[src/rtl/setbit_enum.sv]
// ============================================================================
// Module   : setbit_enum
// Purpose  : Expands a bit mask into a stream of set-bit indices, one index
//            per output beat, with valid/ready handshakes on both sides.
//            A zero mask produces a single beat flagged OutEmpty.
// Options  : SETBIT_ENUM_REVERSE_EN - when defined, enumerate MSB-first;
//            otherwise enumerate LSB-first.
// Revision : 1.0 - initial release
// ============================================================================
`default_nettype none

module setbit_enum #(
    parameter int WIDTH = 32,
    parameter int IDXW  = $clog2(WIDTH)
) (
    input  logic              clk,
    input  logic              reset_n,
    input  logic              InValid,
    output logic              InReady,
    input  logic [WIDTH-1:0]  InMask,
    output logic              OutValid,
    input  logic              OutReady,
    output logic [IDXW-1:0]   OutIdx,
    output logic [IDXW:0]     OutOrd,
    output logic              OutLast,
    output logic              OutEmpty
);

    typedef enum logic [1:0] {
        S_IDLE = 2'd0,
        S_EMIT = 2'd1,
        S_ZERO = 2'd2
    } state_t;

    localparam logic [WIDTH-1:0] C_ONE = {{(WIDTH-1){1'b0}}, 1'b1};

    state_t           state;
    logic [WIDTH-1:0] rem;        // bits still to be enumerated
    logic [IDXW:0]    ord;        // ordinal of the beat currently offered
    logic             in_ready_q;
    logic             out_valid_q;
    logic             out_empty_q;

    logic [IDXW-1:0]  enc_idx;
    logic             rem_single;
    logic [WIDTH-1:0] rem_cleared;

    // Priority encoder: picks the next bit to emit from the remaining mask.
    always_comb begin
        enc_idx = '0;
`ifdef SETBIT_ENUM_REVERSE_EN
        // Ascending scan, so the highest set bit is the last one written.
        for (int i = 0; i < WIDTH; i++) begin
            if (rem[i]) enc_idx = i[IDXW-1:0];
        end
`else
        // Descending scan, so the lowest set bit is the last one written.
        for (int i = WIDTH - 1; i >= 0; i--) begin
            if (rem[i]) enc_idx = i[IDXW-1:0];
        end
`endif
    end

    // Exactly-one-bit test and the remaining mask after the current beat.
    assign rem_single  = (rem != '0) && ((rem & (rem - C_ONE)) == '0);
    assign rem_cleared = rem & ~(C_ONE << enc_idx);

    // Control FSM: accepts a mask, walks it beat by beat, then returns to idle.
    always_ff @(posedge clk or negedge reset_n) begin
        if (!reset_n) begin
            state       <= S_IDLE;
            rem         <= '0;
            ord         <= '0;
            in_ready_q  <= 1'b1;
            out_valid_q <= 1'b0;
            out_empty_q <= 1'b0;
        end else begin
            case (state)
                S_IDLE: begin
                    if (InValid) begin
                        rem         <= InMask;
                        ord         <= '0;
                        in_ready_q  <= 1'b0;
                        out_valid_q <= 1'b1;
                        if (InMask == '0) begin
                            state       <= S_ZERO;
                            out_empty_q <= 1'b1;
                        end else begin
                            state       <= S_EMIT;
                            out_empty_q <= 1'b0;
                        end
                    end
                end
                S_EMIT: begin
                    if (OutReady) begin
                        rem <= rem_cleared;
                        ord <= ord + 1'b1;
                        if (rem_single) begin
                            state       <= S_IDLE;
                            in_ready_q  <= 1'b1;
                            out_valid_q <= 1'b0;
                        end
                    end
                end
                S_ZERO: begin
                    if (OutReady) begin
                        state       <= S_IDLE;
                        in_ready_q  <= 1'b1;
                        out_valid_q <= 1'b0;
                        out_empty_q <= 1'b0;
                    end
                end
                default: begin
                    state       <= S_IDLE;
                    rem         <= '0;
                    ord         <= '0;
                    in_ready_q  <= 1'b1;
                    out_valid_q <= 1'b0;
                    out_empty_q <= 1'b0;
                end
            endcase
        end
    end

    // Beat fields are only meaningful in EMIT; ZERO and IDLE present zeros.
    assign InReady  = in_ready_q;
    assign OutValid = out_valid_q;
    assign OutEmpty = out_empty_q;
    assign OutIdx   = (state == S_EMIT) ? enc_idx : '0;
    assign OutOrd   = (state == S_EMIT) ? ord : '0;
    assign OutLast  = (state == S_EMIT) ? rem_single : (state == S_ZERO);

endmodule

`default_nettype wire

[config.mk]
export PLATFORM = sky130hd
export DESIGN_NAME = setbit_enum
export DESIGN_NICKNAME = d
export VERILOG_FILES = /design/src/rtl/setbit_enum.sv
export SDC_FILE = /design/constraint.sdc
export NUM_CORES = 1
export LEC_CHECK = 0
export ABC_AREA = 1
export CAP_MARGIN = 20
export CORE_ASPECT_RATIO = 1.5
export CORE_MARGIN = 4
export CORE_UTILIZATION = 31
export DETAILED_ROUTE_END_ITERATION = 6
export PLACE_DENSITY_LB_ADDON = 0.05
export SYNTH_ARGS = -nofsm -noshare
export SYNTH_HDL_FRONTEND = slang
export SYNTH_SLANG_ARGS = --single-unit
[constraint.sdc]
create_clock -name clk -period 3.03 [get_ports clk]
set_input_delay 0.909 -clock clk [delete_from_list [all_inputs] [get_ports clk]]
set_output_delay 0.909 -clock clk [all_outputs]
set_load 0.05 [all_outputs]
# == After elaboration in Yosys (flattened, before gate mapping) ==
# Cells that the tools add are included.
# word_totals
word_cells,88
output_inout_bits,15
input_bits,36
register_bits,43
# op_classes
eq_ne,6
n_mux,60
n_shift,1
n_reduce_logical,8
add_sub_neg,2
bitwise_logic,5
# op_table
op,count
two-way mux 5 bit,33
one-hot mux 32 bit (3 select lines),1
AND 32 bit,2
zero test 32 bit,2
two-way mux 32 bit,2
NOT 32 bit,1
nonzero test 32 bit,1
"left shift 1 x 5 -> 32 bit, first input constant",1
"subtractor 32 x 1 -> 32 bit, second input constant",1
two-way mux 6 bit,3
one-hot mux 6 bit (3 select lines),1
two-way mux 1 bit,11
two-way mux 2 bit,5
one-hot mux 1 bit (3 select lines),3
"inequality test 2 bit, second input constant",4
"adder 6 x 1 -> 6 bit, second input constant",1
one-hot mux 2 bit (3 select lines),1
AND reduction 3 bit,2
AND reduction 4 bit,1
"== test 2 x 1 -> 1 bit, second input constant",1
"== test 2 bit, second input constant",1
zero test 2 bit,1
NOT 1 bit,2
logical AND 1 bit,1

# == Logic depth before layout (Yosys ltp) ==
# logic_depth
word_depth,37
depth_mapped,33
depth_no_buf,33

# == Worst setup path after synthesis ==
# No wires, ideal clock.
# synth_timing
path_kind,reg-to-output
from,reg rem[29]
to,out OutIdx[1]
t_required_ns,2.121
stages_incl_launch_ff,14
t_arrival_ns,3.677
slack_ns,-1.556
n_path_buf,0
path_cell_list,dfrtp_1 nor2_1 inv_1 o21ai_0 nand2_1 nand2_1 nand2_1 nand2_1 nand2_1 a21oi_1 o31ai_1 nand2_1 a21oi_1 a2111oi_0
# synth_between
elab_chain_cells,31
# synth_lines
element,line_no,text
from (decl),38,logic [WIDTH-1:0] rem;
from (signal assigned),81,rem <= InMask;
from (signal assigned),96,rem <= rem_cleared;
two-way mux 5 bit (30 in series),59,if (rem[i]) enc_idx = i[IDXW-1:0];
two-way mux 5 bit,129,assign OutIdx = (state == S_EMIT) ? enc_idx : '0;
to (decl),23,"output logic [IDXW-1:0] OutIdx,"
# No other way between the ends.

# == Worst setup path after layout ==
# layout_timing
from,reg rem[1]
to,out OutLast
# layout_between
elab_chain_cells,5
word_cells_on_any_way,6
cone_classes,1 x add/sub; 1 x mux; 1 x bitwise; 3 x reduce/logical
# layout_lines
element,line_no,text
subtractor 32 x 1 -> 32 bit,65,assign rem_single = (rem != '0) && ((rem & (rem - C_ONE)) == '0);
AND 32 bit,65,
zero test 32 bit,65,
logical AND 1 bit *,65,
two-way mux 1 bit *,131,assign OutLast = (state == S_EMIT) ? rem_single : (state == S_ZERO);
to (decl),25,"output logic OutLast,"
# Every way passes the cells marked *; elsewhere a longest branch is shown, timed or not.

==> flow_metrics.tcl <==
set metrics [dict create \
    htreeDepth 2 \
    timing.rr.end "InReady$_DFFE_PN1P_" \
    design_area_um2 4870 \
    yosys.area.top_type "dfrtp_1" \
    io_pins 51 \
    rsz0062_at_grt "yes" \
    fillers 919 \
    antenna_found_initial 0 \
    fin_skew_ns 0.00511 \
    final_util 0.526 \
    place_area_um2 4300 \
    period_needed_ns 3.86 \
    hold_ws_ns 0.459 \
    wl_per_cell_um 16.2 \
    async_flop_share 1.00 \
    cp_max_fo 3 \
    die_area_um2 11100 \
    drt_first_pass_iters 5 \
    worstPathArrival_ns 2.95 \
    cts_tree "built" \
    cp-end-kind "primary output" \
    post_route_cells_drive_above_1_share 0.322 \
    setup_violations 4 \
    r2r_setup_slack_ns 0.02 \
    wl_mm 11.0 \
    failed_checks "setup timing" \
    slowest_delay_ns 0.39 \
    crit-reg2reg-launch "rem[1]$_DFFE_PN0P_" \
    clock_sinks 43 \
    synth_edf_count 0 \
    layout_commonest_cell "buf_4" \
    seq_area_um2 1080 \
    slew_violations 0 \
    gp_congestion 0.899 \
    synth-seq-area-share 0.367 \
    clk_pin_slew_ns 0.06 \
    place_hpwl_mm 8.08 \
    synth_area_um2 2930 \
    hold_violations 0 \
    synth_nets 456 \
    place_inst 647 \
    hp-class "flop to flop" \
    layout.cells.non_filler 678 \
    grt_first_pass_wirelength_mm 17.5 \
    synthDistinctLibCells 40 \
    cts_hold_buf 0 \
    ant_nets 0 \
    worst_skew_pair.late_latency_ns 0.29 \
    period_share 1.27 \
    syn_inst 419 \
    core-area_um2 9250 \
    multiInputGateArea_um2 1780 \
    p_per_area_nw_per_um2 435 \
    portBuffers 50 \
    p_leak_nw 2.37 \
    viasPerCell 5.09 \
    grtUsageTotal 0.203 \
    cp-startpoint "rem[1]$_DFFE_PN0P_" \
    drtIter0Drc 140 \
    dp_slack_ns -0.621 \
    grt_start_max_net_pins 59 \
    drc 0 \
    critPathKind "flop to primary output" \
    mostFrequentLayoutCells "96 x buf_4, 81 x nand2_1, 52 x inv_1" \
    nNetsFinal 602 \
    overflow 0 \
    maxCapViolCount 0 \
    start_util 0.317 \
    area_delta_synth_final_pct 66.1 \
    synth_flop_cell "dfrtp_1" \
    grt_pass1_vias 3535 \
    netlist.area_leader.share 0.358 \
    die_y_um 127 \
    status "finished, violations left" \
    cpMostUsedCell "buf_4" \
    synth_seq_cells 43 \
    fin_ws_ns -0.827 \
    ys_warn_count 0 \
    fmax_ghz 0.259 \
    slew_headroom 0.579 \
    worst-slew-pin-transition_ns 0.631 \
    die_w_um 87.4 \
    hold_start "ord[5]$_DFFE_PN0P_" \
    critPathLaunchType "flop" \
    rows 43 \
    crit_required_ns 2.12 \
    critical-path-slowest-cell "dfrtp_1" \
    hold_depth 1 \
    peakVddDrop_mv 0.461 \
    hold_end "ord[5]$_DFFE_PN0P_" \
    synthTopCellsByArea "dfrtp_1 36%, nand2_1 11%, a21oi_1 7.3%" \
    reg2reg_depth 23 \
    syn_area_per_cell_um2 7.00 \
    diodes 0 \
    cts_buffers 5 \
    cts.path.max_buffers 2 \
    path_cells "inv_2 > buf_4 > buf_4 > buf_4 > buf_4 > buf_4 > buf_4 > buf_4 > buf_4 > buf_4 > buf_4 > buf_4 > buf_4 > a21oi_2 > inv_1 > nand3_1 > nor3_1 > nand4_1 > o21ai_4 > buf_12" \
    cts-root-buf "clkbuf_16" \
    vias 3448 \
]
-- worst max-delay path: cells and delay by family, from the launching register on --
kind | cells | cell delay (ns)
simple gates | 3 | 0.59
compound gates | 2 | 0.26
buf+inv | 15 | 1.41
flops | 1 | 0.39
-- cell families (layout without fill, tap and decap cells) --
group / after synthesis / after routing / synth area share
AO/OA/AOI/OAI: 104 / 104 / 0.219
buffers and inverters: 78 / 225 / 0.101
AND/OR/NAND/NOR: 193 / 193 / 0.308
adder cells (fa/ha/maj): 1 / 1 / 0.00427
flip-flops: 43 / 43 / 0.367
-- what timing repair did --
action                     CTS  global route
pin swaps                    7            19
setup endpoints to repair    5            10
setup buffers               15            12
gates cloned                 0             0
resized for setup           26            33
-- area by class of cell --
class / instances / share of cell area
multi-input cells: 298 / 0.365
flip-flops and latches: 43 / 0.221
clock buffers: 6 / 0.0265
inverters: 64 / 0.0519
clock inverters: 2 / 0.0123
well taps: 112 / 0.0288
repair buffers: 153 / 0.294
-- sequential cells by signal, summed over array words and instances, names as in the netlist --
name	flops
InReady	1
OutEmpty	1
OutValid	1
ord	6
rem	32
state	2
-- stage by stage --
stage / power (W) / TNS [ns]
2_1_floorplan: 0.00102 / -0.560
3_3_place_gp: 0.00139 / -0.827
3_5_place_dp: 0.00139 / -0.879
4_1_cts: 0.00214 / -1.84
5_1_grt: 0.00223 / -2.82
6_report: 0.00212 / -1.69
-- worst max path at each step --
stage,endpoint
after floorplan,OutLast
after global placement,OutLast
after detailed placement,OutLast
after CTS,OutLast
after global routing,OutLast
final,OutLast
-- Yosys cell counts, drive strengths merged, types with 2 or more instances --
| library cell | number |
|---|---|
| a2111oi | 2 |
| buf | 3 |
| dfrtp | 42 |
| nand2 | 89 |
| a22oi | 26 |
| nor4 | 11 |
| a211oi | 2 |
| a221oi | 2 |
| clkbuf | 11 |
| a31oi | 4 |
| nor3 | 7 |
| a21oi | 43 |
| o21ai | 14 |
| o31ai | 2 |
| nand4 | 5 |
| nor2 | 58 |
| o2bb2ai | 2 |
| inv | 63 |
| nand3 | 21 |
| or2 | 2 |
-- per-layer routing --
layer | vias to the layer above | track usage | share of wire
li1 | 1705 | - | -
met1 | 1624 | 0.255 | 0.42
met2 | 102 | 0.350 | 0.51
met3 | 17 | 0.0381 | 0.053
met4 | 0 | 0.0569 | 0.018
met5 | - | 0 | 0
-- report_power, final --
part | switching [W] | internal [W]
clock | 0.000240 | 0.000473
sequential | 0.0000359 | 0.000630
combinational | 0.000401 | 0.000339
(Power assumes the default switching activity.)
